$ cat src/rtl/pipe_t.sv
// Packed obstacle-pipe record shared by the game logic and pipes_list.
package pipe_t_pkg;

    typedef struct packed {
        logic [9:0] x;      // horizontal position
        logic [7:0] gap_y;  // vertical centre of the gap
    } pipe_t;

endpackage

$ cat src/rtl/pipes_list.sv
// Fixed-capacity, oldest-first list of pipe_t records with tail append and an
// in-place read-modify-write pass. Define PIPES_LIST_ASSERT_EN for misuse checks.
module pipes_list
    import pipe_t_pkg::*;
#(
    parameter int CAPACITY = 16,
    parameter int PIPE_W   = $bits(pipe_t)
) (
    input  logic  clk,
    input  logic  rst,
    input  logic  ce,
    output logic [4:0] count,
    input  logic  insert_en,
    input  pipe_t insert_data,
    input  logic  iter_start,
    output logic  iter_done,
    input  pipe_t iter_in,
    output pipe_t iter_out,
    input  logic  iter_remove
);

    localparam int         AW   = (CAPACITY > 1) ? $clog2(CAPACITY) : 1;
    localparam logic [4:0] CAP5 = 5'(CAPACITY);

    logic [PIPE_W-1:0] mem [0:CAPACITY-1];

    logic       busy;
    logic [4:0] rd;
    logic [4:0] wr;

    logic              mem_we;
    logic [4:0]        mem_waddr;
    logic [PIPE_W-1:0] mem_wdata;
    logic              last_visit;
    logic [4:0]        wr_next;

    assign iter_done  = !busy;
    assign iter_out   = busy ? pipe_t'(mem[rd[AW-1:0]]) : '0;
    assign last_visit = (rd == count - 5'd1);
    assign wr_next    = iter_remove ? wr : wr + 5'd1;

    // A pass writes kept entries back at wr <= rd, so compaction never
    // clobbers an entry that has not been visited yet.
    always_comb begin
        mem_we    = 1'b0;
        mem_waddr = '0;
        mem_wdata = '0;
        if (busy) begin
            mem_we    = !iter_remove;
            mem_waddr = wr;
            mem_wdata = PIPE_W'(iter_in);
        end else if (!iter_start && insert_en && (count < CAP5)) begin
            mem_we    = 1'b1;
            mem_waddr = count;
            mem_wdata = PIPE_W'(insert_data);
        end
    end

    always_ff @(posedge clk) begin
        if (ce && mem_we) begin
            mem[mem_waddr[AW-1:0]] <= mem_wdata;
        end
    end

    always_ff @(posedge clk) begin
        if (rst) begin
            count <= '0;
            busy  <= 1'b0;
            rd    <= '0;
            wr    <= '0;
        end else if (ce) begin
            if (!busy) begin
                if (iter_start) begin
                    busy <= (count != 5'd0);
                    rd   <= '0;
                    wr   <= '0;
                end else if (insert_en && (count < CAP5)) begin
                    count <= count + 5'd1;
                end
            end else begin
                wr <= wr_next;
                if (last_visit) begin
                    busy  <= 1'b0;
                    count <= wr_next;
                    rd    <= '0;
                end else begin
                    rd <= rd + 5'd1;
                end
            end
        end
    end

`ifdef PIPES_LIST_ASSERT_EN
    always_ff @(posedge clk) begin
        if (!rst && ce) begin
            if (insert_en && count == CAP5)
                $error("pipes_list: insert while full");
            if (insert_en && busy)
                $error("pipes_list: insert during a pass");
            if (iter_start && busy)
                $error("pipes_list: iter_start during a pass");
            if (count > CAP5)
                $error("pipes_list: count exceeds capacity");
        end
    end
`else
    // Misuse checks are compiled out; behaviour is unchanged.
`endif

endmodule

$ cat config.mk
export PLATFORM = sky130hd
export DESIGN_NAME = pipes_list
export DESIGN_NICKNAME = d
export VERILOG_FILES = /design/src/rtl/pipe_t.sv /design/src/rtl/pipes_list.sv
export SDC_FILE = /design/constraint.sdc
export NUM_CORES = 1
export LEC_CHECK = 0
export ABC_AREA = 0
export CAP_MARGIN = 40
export CORE_MARGIN = 2
export CORE_UTILIZATION = 30
export DETAILED_ROUTE_END_ITERATION = 7
export DONT_BUFFER_PORTS = 1
export SLEW_MARGIN = 5
export SYNTH_ARGS = -nofsm -noshare
export SYNTH_HDL_FRONTEND = slang
export SYNTH_SLANG_ARGS = --single-unit
export TNS_END_PERCENT = 5
$ cat constraint.sdc
create_clock -name clk -period 3.14 [get_ports clk]
set_clock_uncertainty 0.15 [all_clocks]
set_input_delay 0.314 -clock clk [delete_from_list [all_inputs] [get_ports clk]]
set_output_delay 0.314 -clock clk [all_outputs]
set_load 0.01 [all_outputs]
Word-level counts from Yosys, hierarchy flattened
Memories as Yosys holds them, arrays and structs flattened. A register that Yosys moved wholly into a read port is not among the register bits.
Cells that the tools add are included.
{ "classes": {"n_mux": 23, "n_lt_le_gt_ge": 1, "eq_ne": 3, "reduce_logical": 12, "addsub": 4} }
{ "ops": {"columns": ["operator", "n"], "rows": [
  ["two-way mux 18 bit", 3],
  ["two-way mux 5 bit", 9],
  ["two-way mux 4 bit", 4],
  ["adder 5 x 1 -> 5 bit (second input constant)", 3],
  ["two-way mux 1 bit", 7],
  ["equality test 5 bit", 1],
  ["less-than comparator 5 bit (second input constant)", 1],
  ["nonzero test 5 bit", 1],
  ["subtractor 5 x 1 -> 5 bit (second input constant)", 1],
  ["logical AND 1 bit", 4],
  ["!= test 2 x 1 -> 1 bit (second input constant)", 2],
  ["AND reduction 4 bit", 1],
  ["nonzero test 2 bit", 2],
  ["zero test 1 bit", 3],
  ["AND reduction 2 bit", 1]
]} }
{ "word_totals": {"ramBits": 288, "ff_bits": 16, "memories": 1, "in_bits": 42} }
{ "memory_table": {"columns": ["memory", "depth", "width", "rd", "rd_clocked_by_memory_dff", "write_ports", "line", "rtl"], "rows": [
  ["mem", 16, 18, 1, 1, 1, "pipes_list.sv:25", "logic [PIPE_W-1:0] mem [0:CAPACITY-1];"]
]} }

Longest topological paths before layout
Gate-level depths: netlist of the first run.
{ "logic_depth": {"depth_word": 8, "mapped_depth": 8, "depth_no_buf": 7} }

Worst setup path before layout of the first run
No wires, ideal clock.
{ "synth_path": {"kind": "flip-flop to flip-flop", "from": "register busy", "to": "memory mem[2][0] in the netlist's numbering, enable pin", "arrival_ns": 2.103, "stages_incl_launch_ff": 5, "required_ns": 2.597, "path_slack_ns": 0.495, "synth_period_minus_slack_ns": 2.645, "path_cell_list": "dfxtp_1 -> nor4b_2 -> clkbuf_1 -> a31oi_1 -> nor2_1"} }
{ "synth_via": {"elab_chain_cells": 4, "elab_cells_between_ends": 5} }
{ "synth_lines": {"columns": ["item", "line", "rtl"], "rows": [
  ["start: declaration", "pipes_list.sv:27", "logic busy;"],
  ["start signal: assignment", "pipes_list.sv:74", "busy <= (count != 5'd0);"],
  ["two-way mux 1 bit", "pipes_list.sv:48", "if (busy) begin"],
  ["logical AND 1 bit", "pipes_list.sv:60", "if (ce && mem_we) begin"],
  ["two-way mux 1 bit", "pipes_list.sv:60", null],
  ["two-way mux 1 bit (not written as such)", "pipes_list.sv:61", "mem[mem_waddr[AW-1:0]] <= mem_wdata;"],
  ["end: declaration", "pipes_list.sv:25", null]
]} }
Parallel ways exist; a longest one is shown, timed or not.

==> results summary, run 1 <==
The tightest min-delay check is of the in2reg type. The max-capacitance violation count came out at 0. Clock-pin slew was measured on the worst setup and hold paths at 0.06 ns.

The run finished with clean final reports. At the later pin of the worst-skew pair, clock insertion delay measures 0.56 ns. The floorplan step defined a die boundary enclosing 43130 um2. The starting density of the core came out at 0.3041. The maximum level of the CTS H-tree is 1. The placeable core region is 40920 um2. Of the total power, the share spent switching nets is 0.2054. Setup slack closes at 0.1191 ns.

The worst setup slack before clock tree synthesis came out at 0.2162 ns. For this run, the number of Yosys warnings is 0. The count of pins on the block boundary is 66. The global-route wire length before repair is 41.19 mm. The slew at the pin closest to its max-slew limit is 0.6367 ns. The worst register-to-register path begins at count[0]. The net count reported at finish came out at 706.

Of the total power, registers draw 0.553. The normalized max-slew margin came out at 0.5736. The worst-case vdd ir drop is 505.4 uV.

The global route total overflow is 0. Counting along the longest clock path gives a buffer depth of 3. The number of diodes added for antenna fixing came out at 0.

The critical path is of the reg2out type. The path with the worst hold slack has its endpoint at count[4]. The cell row count came out at 74. The hold path startpoint is ce. The maximum number of pins on one net before global-route repair came out at 33.

The endpoint type of the worst setup path is an output port. The cell sitting at the root of the clock tree is a clkbuf_16. The total routed wirelength is 27.29 mm.

The combined area of the multi-input logic cells came out at 3231 um2. Yosys attributes the largest share of cell area to edfxtp_1, mux4_2, dfxtp_1, a22o_1, and2_1. The critical path data required time came out at 2.68 ns. The number of hold violations in the final report is 0. The number of DRC violations after detailed routing came out at 0.

The minimum clock period after layout came out at 3.021 ns. The detailed-routing iteration count for the pre-antenna-repair pass is 4. Summed over all failing endpoints, the final setup total negative slack is 0 ns. The number of filler cells placed in the layout came out at 3830. The slack of the worst reg-to-reg path is 0.26 ns. The timing-limited maximum frequency is 331.0 MHz. Setup repair after global routing left no endpoint under its margin. The synthesized net count is 668. The initial antenna violation count came out at 0. The worst hold path was traced through 4 stages. The number of I/O port buffers came out at 0. Measured along the y axis, the die boundary spans 207.7 um. The via-per-instance ratio came out at 5.025. The clock share of power is 0.423.

The global-route usage over all layers came out at 0.1258. The leakage power total came out at 4.352 nW. The arrival time of data at the critical path endpoint came out at 2.56 ns. The share of the synthesized area in the top cell type came out at 0.6949. The capture instance of the worst register-to-register path is count[4]. TritonCTS built the clock tree. The setup violation total in the final timing report is 0. The violation count after the first detailed-route iteration is 496.

The max-slew violation count came out at 0. The power dissipated by switching net loads is 1.674 mW. The post-synthesis cell count is 622. The distinct cell type count of the synthesized netlist is 44.

The number of nets with antenna violations after detailed routing is 0. The cell count of the worst reg-to-reg path came out at 7. The share of the Yosys chip area taken by registers is 0.7271. The half-perimeter wire length after placement is 16.25 mm.

The CTS buffer count came out at 31. The total power density per cell area is 568.7 nW/um2. The layout cell share with drive strength beyond 1 is 0.2909.

The area added between synthesis and finish is 15.15%. The number of enable-type register cells in the synthesized netlist is 288. The area taken by flip-flops and latches came out at 9059 um2.

A synthesized cell averages 20.01 um2. The share of total power dissipated in combinational logic is 0.024. At the end of routability-driven placement, the weighted congestion stood at 0.8036.

In the finished design, the share of the clock period the worst path needs comes to 0.9621. The via count of the first global-routing pass is 6300. The kind of start point of the critical path is a flop.

The via total after detailed routing is 6111. The post-synthesis cell area is 12450 um2. Of all nets on the critical path, the largest fanout is 30. The library cell with the largest summed area after synthesis is edfxtp_1.

Among all flip-flop cells after synthesis, the most frequent one is edfxtp_1. Cell internal power was estimated by the tool at 6.476 mW. The horizontal extent of the die came out at 207.7 um. The number of sinks handled by clock tree synthesis came out at 308.

The mean routed wirelength per cell is 22.44 um. The flip-flop and latch count after synthesis is 308. The async set-reset flop share out of synthesis is 0.
-- power groups by stage --
| stage | logic, mW | registers [mW] | clock network, mW |
|---|---|---|---|
| 2_1_floorplan | 0.131 | 4.59 | 0 |
| 3_3_place_gp | 0.186 | 4.60 | 0 |
| 3_5_place_dp | 0.190 | 4.60 | 0 |
| 4_1_cts | 0.201 | 4.51 | 3.53 |
| 5_1_grt | 0.218 | 4.51 | 3.68 |
| 6_report | 0.196 | 4.51 | 3.44 |
-- logic make-up (layout without fill, tap and decap cells) --
group | Yosys count | after routing | synth area share
simple gates | 102 | 102 | 0.04242
compound gates | 59 | 59 | 0.03509
buf+inv | 45 | 107 | 0.01810
xor+xnor | 10 | 10 | 0.007038
mux | 94 | 94 | 0.1663
flops | 308 | 308 | 0.7271
fa+ha+maj | 4 | 4 | 0.004021
-- registers in the layout, indices dropped and copies added, names as in the netlist, named ones only --
register / count
mem: 288
count: 5
rd: 5
wr: 5
busy: 1
-- how the worst max path moves through the flow --
stage	cells after the start	to	slack, ns	from
2_1_floorplan	4	mem[2][0]	0.49	busy
6_report	4	iter_out[4]	0.12	flop
3_5_place_dp	7	flop	0.22	count[0]
5_1_grt	4	iter_out[4]	0.02	flop
4_1_cts	4	iter_out[14]	0.07	flop
3_3_place_gp	7	flop	0.17	count[0]
-- metal layers --
metal / wire, um / up-vias / global-route usage
met5: 0 / - / 0
met4: 423 / 0 / 0.02225
met3: 1226 / 33 / 0.02118
met2: 12830 / 160 / 0.1992
met1: 12810 / 3270 / 0.1848
li1: - / 2648 / -
-- per-stage QoR --
step / instances / util / power [mW] / hold slack [ns] / instance area [um2]
after global placement: 1152 / 0.3250 / 4.784 / 0.2397 / 13300
after detailed placement: 1153 / 0.3253 / 4.789 / 0.2407 / 13310
after global routing: 1216 / 0.3502 / 8.409 / 0.05541 / 14330
final: 1216 / 0.3502 / 8.150 / 0.04385 / 14330
after CTS: 1216 / 0.3499 / 8.243 / 0.005776 / 14320
after floorplan: 622 / - / 4.725 / 0.3243 / 12450
-- critical path: stages, from the launching register on --
cell and delay, ns:
dfxtp_4 0.42, buf_12 0.26, mux4_2 0.54, mux4_2 0.52, and2_1 0.22
-- cells in the final DEF, fill, tap and decap left out, types with 3 or more instances in the layout --
cell type / n
edfxtp_1: 288
mux4_2: 90
buf_4: 32
clkbuf_16: 31
a22o_1: 20
and2_1: 20
nand2_1: 17
nor2_1: 17
nor2_2: 16
dfxtp_1: 16
inv_1: 8
a21oi_1: 8
xor2_1: 7
nand3_1: 7
clkinv_2: 7
a31oi_1: 6
clkinv_1: 6
o21ai_0: 5
clkbuf_1: 5
buf_12: 5
nor3_1: 4
nand2b_1: 4
ha_1: 4
dlygate4sd3_1: 4
nor3b_1: 3
nor2b_1: 3
a22oi_1: 3
a211oi_1: 3
xnor2_1: 3
o211ai_1: 3
-- synth_stat cells, drive strengths merged, types with 6 or more instances --
cell type	n
dfxtp	20
xor2	7
edfxtp	288
o21ai	6
and2	20
inv	8
nand3	7
buf	17
a22o	20
a21oi	8
a31oi	6
clkbuf	20
mux4	90
nor2	33
nand2	17
-- final cells by class --
type	count	share of cell area
flip-flops and latches	308	0.6321
inverters	8	0.002095
repair buffers	42	0.02733
clock buffers	36	0.05544
well taps	532	0.04645
multi-input cells	269	0.2254
clock inverters	21	0.01118
-- what timing repair did --
action | CTS | global route
buffers inserted | 2 | 0
endpoints found under the hold margin | 20 | 0
hold buffers | 4 | 0
gates resized for setup | 0 | 1
setup endpoints to repair | 17 | 2
Power figures use the tool's default switching activity.
==> run 2, diff against run 1 <==
GPL_TIMING_DRIVEN = 0   (was not set)
SKIP_LAST_GASP = 1   (was not set)
==> results summary, run 2 (synthesis results as in run 1) <==
The cell at the root of the clock tree is clkbuf_16 (unchanged). The number of diodes added for antenna fixing came to 0 (unchanged). The max-slew violation count came to 0 (unchanged). The launching point of the worst reg2reg path is busy (was count[0]). The total power density per cell area is 572.6 nW/um2 (was 568.7 nW/um2). The slew at the pin closest to its max-slew limit came out at 0.9658 ns (was 0.6367 ns). The area taken by flip-flops and latches came out at 9049 um2 (was 9059 um2). The setup violation total in the final timing report came out at 0 (unchanged). The switching share of power was 0.1983 (was 0.2054). The number of sinks handled by clock tree synthesis came out at 308 (unchanged).

The horizontal extent of the die is 207.7 um (unchanged). The timing-limited maximum frequency came out at 319.8 MHz (was 331.0 MHz). The critical-path maximum fanout came out at 9 (was 30). The part of the power in registers is 0.547 (was 0.553). The number of nets with antenna violations after detailed routing was 0 (unchanged).

The area added between synthesis and finish is 15.60% (was 15.15%). The via total after detailed routing was 6301 (was 6111). The violation count after the first detailed-route iteration came out at 662 (was 496). The clock insertion delay at the later pin of the skew report is 0.55 ns (was 0.56 ns). The kind of start point of the critical path is a flop (unchanged). The global route total overflow is 0 (unchanged). The internal power consumption was 6.605 mW (was 6.476 mW). The final RePlAce weighted congestion came out at 0.7948 (was 0.8036). Unrepaired setup endpoints after global routing: true (was false).

The leakage power total is 4.329 nW (was 4.352 nW). The minimum clock period after layout is 3.127 ns (was 3.021 ns). The mean routed wirelength per cell is 23.79 um (was 22.44 um). The number of hold violations in the final report is 0 (unchanged). The global-route wire length before repair is 43.44 mm (was 41.19 mm). The flip-flop count of the largest register, all copies and words added came out at 288 (unchanged). The most used cell along the critical path is mux4_2 (unchanged). The worst stage delay on the critical path is 0.55 ns (was 0.54 ns). The least setup slack across all paths after layout is 0.01307 ns (was 0.1191 ns). The cell area after layout was 14390 um2 (was 14330 um2). The maximum level of the CTS H-tree came out at 1 (unchanged). The most common cell after layout, fill and taps aside was edfxtp_1 (unchanged).

The critical setup path kind is reg2out (unchanged). CP Cell Sequence: clkbuf_1 -> buf_8 -> mux4_2 -> mux4_2 -> and2_1 (was buf_12 -> mux4_2 -> mux4_2 -> and2_1). The number of buffers on the longest clock path came out at 3 (unchanged).

The cell row count is 74 (unchanged). The TritonCTS clock tree is yes (unchanged). The master of the slowest instance on the critical path is dfxtp_1 (was mux4_2). The share of the cycle needed by the critical path after routing came to 0.9958 (was 0.9621).

The combined area of the multi-input logic cells came out at 3277 um2 (was 3231 um2). The number of I/O port buffers came out at 0 (unchanged). The number of filler cells placed in the layout was 3796 (was 3830).

The power dissipated by switching net loads is 1.634 mW (was 1.674 mW). The normalized max-slew margin came out at 0.3532 (was 0.5736). The hold path startpoint is iter_start (was ce). The number of buffer and inverter instances along the worst setup path came to 2 (was 1). The critical path data required time is 2.68 ns (about the same). The worst setup slack before clock tree synthesis came out at -0.4082 ns (was 0.2162 ns).

The setup TNS is 0 ns (unchanged). The placeable core region is 40920 um2 (unchanged). The layout cell share with drive strength beyond 1 was 0.2634 (was 0.2909). The global-route usage over all layers came out at 0.1355 (was 0.1258).

The via-per-instance ratio is 5.152 (was 5.025). The CTS buffer count came to 30 (was 31). The fraction of power consumed by combinational cells came out at 0.025 (was 0.024). The half-perimeter wire length after placement came out at 18.16 mm (was 16.25 mm). The via count of the first global-routing pass is 6371 (was 6300).

The type of the most critical hold path is in2reg (unchanged). The arrival time of data at the critical path endpoint is 2.66 ns (was 2.56 ns). The initial antenna violation count came out at 0 (unchanged). The max-capacitance violation count is 0 (unchanged). The endpoint type of the worst setup path is an output port (unchanged). The total routed wirelength came out at 29.10 mm (was 27.29 mm).

The count of pins on the block boundary is 66 (unchanged). The detailed-routing iteration count for the pre-antenna-repair pass is 5 (was 4). Outcome: completed (unchanged).

The number of DRC violations after detailed routing is 0 (unchanged). The clock input transition at the sequential cells of the worst setup and hold paths came out at 0.07 ns (was 0.06 ns). The worst-case vdd ir drop came to 346.4 uV (was 505.4 uV).

The net count reported at finish is 715 (was 706). The kind of cell adding the most delay to the critical path is multiplexers (unchanged). The maximum number of pins on one net before global-route repair came to 19 (was 33). The clock share of power came out at 0.428 (was 0.423).

The instance area after placement is 13360 um2 (was 13310 um2). The starting density of the core came out at 0.3041 (unchanged). The die outline area was 43130 um2 (unchanged). Leading cell types in the layout, fill and taps excluded: edfxtp_1, mux4_2, clkbuf_16 (was edfxtp_1, mux4_2, buf_4).

The die extent in y is 207.7 um (unchanged).
-- run 2: cell types whose count changed in the layout (fill, tap and decap cells not counted), moves of 5 or more --
cell      delta
buf_6        +8
nor2_2      -13
clkbuf_1    +15
clkinv_2     -5
buf_8        +7
buf_4       -26
nor2_4      +13
buf_2        +5
-- run 2: power groups by stage --
stage / clock network, mW / logic, mW / registers [mW]
final: 3.52 / 0.206 / 4.51
after global routing: 3.73 / 0.228 / 4.51
after CTS: 3.57 / 0.210 / 4.51
after detailed placement: 0 / 0.206 / 4.60
after global placement: 0 / 0.194 / 4.60
after floorplan: 0 / 0.131 / 4.59
-- run 2: layout make-up --
| class | count | area share |
|---|---|---|
| flip-flops and latches | 308 | 0.6289 |
| multi-input cells | 269 | 0.2278 |
| clock buffers | 37 | 0.05548 |
| well taps | 532 | 0.04627 |
| plain buffers | 36 | 0.01452 |
| repair buffers | 16 | 0.01426 |
| clock inverters | 17 | 0.01070 |
| inverters | 8 | 0.002087 |
-- run 2: final timing paths --
| path | end | slack [ns] | cells after the start |
|---|---|---|---|
| setup / recovery | iter_out[3] | 0.01 | 5 |
| hold / removal | count[3] | 0.02 | 4 |
| setup reg to reg | mem[1][6] | 0.05 | 4 |
| hold reg to reg | wr[4] | 0.37 | 2 |
-- run 2: repair_timing --
action | CTS | global route
gates cloned | 0 | 0
pin swaps | 1 | 0
resized for setup | 12 | 1
setup buffers | 1 | 0
hold endpoints to repair | 11 | 0
hold buffers | 3 | 0
endpoints found under the setup margin | 96 | 139
-- run 2: stage by stage --
stage	utilization	total power, mW	cells	hold slack (ns)
after floorplan	-	4.725	622	0.3243
after global placement	0.3204	4.791	1154	0.3403
after detailed placement	0.3264	4.803	1165	0.3516
after CTS	0.3513	8.285	1222	0.01412
after global routing	0.3516	8.469	1223	0.05913
final	0.3516	8.239	1223	0.02292
-- run 2: per-layer routing --
metal,routed length (um),track usage
met1,13470,0.2059
met2,13010,0.2023
met3,2102,0.02617
met4,518,0.02837
met5,0,0
-- run 2: worst min-delay path, stage by stage --
cell,delay [ns]
nor4b_2,0.06
nand2_1,0.09
o211ai_1,0.10
o2bb2ai_1,0.13
